===== src/rtl/mem_arb_pkg.sv =====
// Shared types and constants for the instruction/data memory arbiter.
package mem_arb_pkg;

   // Arbiter FSM states.
   typedef enum logic [1:0] {
      IDLE    = 2'd0,
      IF_B1   = 2'd1,
      IF_RESP = 2'd2,
      DM_RESP = 2'd3
   } state_t;

   // Word offset of the second (lower) instruction half within a fetch burst.
   localparam int unsigned BEAT_OFFSET = 1;

   // Default number of consecutive data grants tolerated while a fetch waits.
   localparam int unsigned STARVE_MAX_DEF = 4;

endpackage : mem_arb_pkg


===== src/rtl/mem_arbiter.sv =====
// Arbiter sharing one single-port, synchronous-read 16-bit memory between
// instruction fetch (atomic two-beat burst, 32-bit result) and the data
// memory stage (single 16-bit read/write). Data has priority; a starvation
// counter forces a fetch grant after STARVE_MAX data grants with a fetch
// pending.
//
// Handshake: a requester raises req with stable attributes and holds it until
// its ready pulse. Ready is a single-cycle pulse. The requester's own req is
// ignored in its ready cycle, so it may drop req or keep it high to request
// the next access, which is arbitrated from the following cycle.
module mem_arbiter
   import mem_arb_pkg::*;
#(
   parameter int ADDR_W     = 16,
   parameter int STARVE_MAX = STARVE_MAX_DEF
) (
   input  logic              clk,
   input  logic              rst,
   input  logic              if_req,
   input  logic [ADDR_W-1:0] if_addr,
   input  logic              if_kill,
   output logic              if_ready,
   output logic [31:0]       if_data,
   input  logic              dm_req,
   input  logic              dm_wr,
   input  logic [ADDR_W-1:0] dm_addr,
   input  logic [15:0]       dm_wdata,
   output logic              dm_ready,
   output logic [15:0]       dm_rdata,
   output logic              mem_en,
   output logic              mem_we,
   output logic [ADDR_W-1:0] mem_addr,
   output logic [15:0]       mem_wdata,
   input  logic [15:0]       mem_rdata,
   output state_t            dbg_state
);

   localparam int CNT_W = $clog2(STARVE_MAX + 1);

   state_t           state_q, state_d;
   logic [15:0]      hi_q;
   logic [CNT_W-1:0] starve_cnt;
   logic             starve_sat;
   logic             if_elig, dm_elig, fetch_win;
   logic             if_grant, dm_grant;

   assign dbg_state  = state_q;
   assign starve_sat = (starve_cnt == CNT_W'(STARVE_MAX));

   // Eligibility: each requester is masked in its own ready cycle; a killed
   // fetch never competes, which lets data win that cycle instead.
   assign if_elig   = if_req && !if_kill && (state_q != IF_RESP);
   assign dm_elig   = dm_req && (state_q != DM_RESP);
   assign fetch_win = if_elig && (!dm_elig || starve_sat);

   // Ready pulses decode from state and if_kill only; response data is
   // forced to zero outside its response cycle.
   assign if_ready = (state_q == IF_RESP) && !if_kill;
   assign dm_ready = (state_q == DM_RESP);
   assign if_data  = (state_q == IF_RESP) ? {hi_q, mem_rdata} : 32'h0;
   assign dm_rdata = (state_q == DM_RESP) ? mem_rdata : 16'h0;

   // Next-state and memory-port decode; nothing is issued while reset is held.
   always_comb begin
      state_d   = state_q;
      mem_en    = 1'b0;
      mem_we    = 1'b0;
      mem_addr  = '0;
      mem_wdata = '0;
      if_grant  = 1'b0;
      dm_grant  = 1'b0;
      if (rst) begin
         case (state_q)
            IDLE, IF_RESP, DM_RESP: begin
               if (fetch_win) begin
                  mem_en   = 1'b1;
                  mem_addr = if_addr;
                  if_grant = 1'b1;
                  state_d  = IF_B1;
               end else if (dm_elig) begin
                  mem_en    = 1'b1;
                  mem_we    = dm_wr;
                  mem_addr  = dm_addr;
                  mem_wdata = dm_wdata;
                  dm_grant  = 1'b1;
                  state_d   = DM_RESP;
               end else begin
                  state_d = IDLE;
               end
            end
            IF_B1: begin
               // Second beat is never preempted by data; only a kill aborts it.
               if (!if_kill) begin
                  mem_en   = 1'b1;
                  mem_addr = if_addr + ADDR_W'(BEAT_OFFSET);
                  state_d  = IF_RESP;
               end else begin
                  state_d = IDLE;
               end
            end
            default: state_d = IDLE;
         endcase
      end
   end

   // State register.
   always_ff @(posedge clk or negedge rst) begin
      if (!rst) state_q <= IDLE;
      else      state_q <= state_d;
   end

   // Capture beat 0 (upper instruction half) as it returns in IF_B1.
   always_ff @(posedge clk or negedge rst) begin
      if (!rst)                  hi_q <= 16'h0;
      else if (state_q == IF_B1) hi_q <= mem_rdata;
   end

   // Saturating count of data grants made while a live fetch is waiting.
   always_ff @(posedge clk or negedge rst) begin
      if (!rst)                                   starve_cnt <= '0;
      else if (!if_req || if_grant)               starve_cnt <= '0;
      else if (dm_grant && !if_kill && !starve_sat) starve_cnt <= starve_cnt + CNT_W'(1);
   end

endmodule : mem_arbiter


===== config.mk =====
export PLATFORM = sky130hd
export DESIGN_NAME = mem_arbiter
export DESIGN_NICKNAME = d
export VERILOG_FILES = /design/src/rtl/mem_arb_pkg.sv /design/src/rtl/mem_arbiter.sv
export SDC_FILE = /design/constraint.sdc
export NUM_CORES = 1
export LEC_CHECK = 0
export ABC_CLOCK_PERIOD_IN_PS = 2240
export CORE_AREA = 2 2 68 70
export CTS_CLUSTER_DIAMETER = 60
export DETAILED_ROUTE_END_ITERATION = 10
export DIE_AREA = 0 0 70 72
export DONT_BUFFER_PORTS = 1
export SYNTH_ARGS = -nofsm -noshare
export SYNTH_HDL_FRONTEND = slang
export SYNTH_SLANG_ARGS = --single-unit
export TNS_END_PERCENT = 100

===== constraint.sdc =====
create_clock -name clk -period 2.24 [get_ports clk]
set_clock_uncertainty 0.1 [all_clocks]
set_input_delay 0.112 -clock clk [delete_from_list [all_inputs] [get_ports clk]]
set_output_delay 0.112 -clock clk [all_outputs]
set_load 0.02 [all_outputs]

==> out/metrics.cfg <==
[synthesis]
synthesis.area_um2=1980
synthCells=245
synth_warnings=0
synth.top_cell.area_share=0.265
seq_area_frac_synth=0.265
avgSynthCellArea_um2=8.08
ys_seq_elements=21
synth_area_leader_cell=dfrtp_1
synth_fa_ha_area_frac=0.0190
synth_xor_area_frac=0.0354
synthTopCellsByArea=dfrtp_1 (27%), and2_1 (16%), mux2_2 (9.1%)
synth-compound-area-share=0.163
synth_nets=318
synth_cell_types=47
synth_top_family_by_area=simple AND/OR/NAND/NOR gates
synth_mux_area_frac=0.0910
synth-simple-area-share=0.383

[place]
dp_hpwl_um=4180
gp_congestion=0.820
port-buffer-count=0
pre_cts_ws_ns=0.124
dp.cells=298
place_area_um2=2110

[floorplanning]
initial_utilization=0.464
fp-row-count=24
io_pins=156
die_h_um=72
fp.dieW_um=70
die_area_um2=5040
coreArea_um2=4260

[cells_and_area]
layout_common_cells=and2_1 (44), dfrtp_1 (21), dlygate4sd3_1 (19), buf_4 (19)
diodes=0
final_nets=355
stdcell_count=333
synthToLayoutAreaGrowth_pct=31.1
final_area_um2=2600
final_common_cell=and2_1
drive_gt1_frac=0.299
nFillCells=393
finish.utilization=0.609

[grt]
grt_antenna_before_repair=0
grt_pass1_wl_um=9230
grt_pass1_vias=1867
gr-total-overflow=0
grt_max_degree=34
track_usage=0.222

[worst_setup_path]
path_delay_family=compound AO/OA/AOI/OAI gates
critical_path_class=flip-flop to primary output
cpPeakStageDelay_ns=0.41
path_buf_inv=3
cp-start-kind=flip-flop
path_cells=inv_2 -> ha_4 -> nand2_4 -> a311oi_4 -> buf_6 -> nor2_4 -> buf_12 -> a221o_1
critical-path-slowest-cell=dfrtp_1
arrival_ns=2.06
setup.worst_path.end_class=primary output
crit_fanout=6
r2r_slack_ns=0.43
worst_ep_required_time_ns=2.03

[pwr]
ir_drop_mv=0.487
total_power_mw=1.84
power.density_nw_per_um2=707
leakagePower_nw=1.13

[sta]
relSlewSlack=0.308
finalSetupTns_ns=-0.0625
slew_viol_final=0
finalHoldWorstSlack_ns=0.0157
finalHoldViolations=0
fmax_mhz=440
period_share=1.01
setup_viol=3
worstMarginPinSlew_ns=1.03
period_minus_slack_ns=2.27
fin_ws_ns=-0.0310
rsz0062_at_grt=yes

[route]
vias=1983
viasPerCell=5.95
drcViolationCount=0
first_iter_violations=103
detail_route.first_pass.iterations=4
drt_wl_total_um=6040
avgRoutedWirePerCell_um=18.1
ant_nets=0

[cts]
path_clk_slew_ns=0.07
ctsHtreeMaxLevel=1
cts_max_path_buffers=2
root_buffer=clkbuf_8
clock_latency_ns=0.26
cts_sinks=21
cts_tree=done
cts_buffers=3

[outcome]
violations=setup timing
status=finished with violations

[job]
maxCapViolCount=0

[worst_hold_path]
hp-class=input pin to flip-flop

-- power breakdown --
group | leakage, nW | internal, mW | total, mW | switching [mW]
sequential | 0.253 | 0.532 | 0.608 | 0.0757
combinational | 0.854 | 0.405 | 0.989 | 0.584
clock | 0.0255 | 0.124 | 0.239 | 0.116
-- final timing paths --
path                                           startpoint                        to  depth (start not counted)
worst max-delay path            starve_cnt[1]$_DFFE_PN0P_               mem_addr[7]                          8
worst min-delay path                                  rst  dbg_state[0]$_DFFE_PN0P_                          2
worst max register to register  starve_cnt[1]$_DFFE_PN0P_  dbg_state[1]$_DFFE_PN0P_                          8
worst min register to register       hi_q[14]$_DFFE_PN0P_      hi_q[14]$_DFFE_PN0P_                          1
max in group asynchronous                             rst       hi_q[0]$_DFFE_PN0P_                          1
min in group asynchronous                             rst      hi_q[11]$_DFFE_PN0P_                          1
-- synth_stat cells (all sizes together) --
library cell	n
ha	3
a41o	1
a21o	1
a221o	2
nand4	3
a31o	1
a22oi	1
nor3b	2
nand3	12
clkbuf	12
and2b	1
o31ai	1
xor2	4
and4	1
a311oi	1
inv	5
o2bb2ai	1
o211ai	1
or3b	1
o221ai	4
nor4	1
nor2b	2
and2	52
o21ai	12
o311ai	1
a41oi	1
a32oi	1
a31oi	4
and3	19
dfrtp	21
nand2	22
o22ai	2
buf	3
mux2	16
nor2	12
a21oi	7
a32o	2
nand2b	2
nor3	3
xnor2	4
-- what timing repair did --
item / CTS / global route
gates resized for setup: 0 / 47
pin swaps: 3 / 12
endpoints found under the setup margin: 15 / 32
cloned: 1 / 0
endpoints found under the hold margin: 42 / 0
hold buffers: 19 / 0
buffers inserted: 2 / 9
-- state kept, by name, indices dropped and copies added (netlist names) --
name	cells
dbg_state	2
starve_cnt	3
hi_q	16
-- logic make-up (layout without fill, tap and decap cells) --
kind of cell,Yosys count,after routing
AO/OA/AOI/OAI,44,44
XOR/XNOR,8,8
adder cells (fa/ha/maj),3,3
buffers and inverters,20,55
flip-flops,21,21
multiplexers,16,16
AND/OR/NAND/NOR,133,134
-- layer usage --
layer / wire length, um / global-route usage
met5: 0 / 0
met4: 44 / 0.0363
met1: 2580 / 0.295
met2: 3010 / 0.372
met3: 413 / 0.0583
-- layout make-up --
class | count | area, um2 | share of cell area
well taps | 52 | 65.1 | 0.0251
flip-flops and latches | 21 | 526 | 0.202
clock inverters | 1 | 5.00 | 0.00193
repair buffers | 46 | 449 | 0.173
clock buffers | 3 | 41.3 | 0.0159
multi-input cells | 205 | 1490 | 0.574
inverters | 5 | 18.8 | 0.00723
Note: power is estimated with default switching activity, not from simulation.
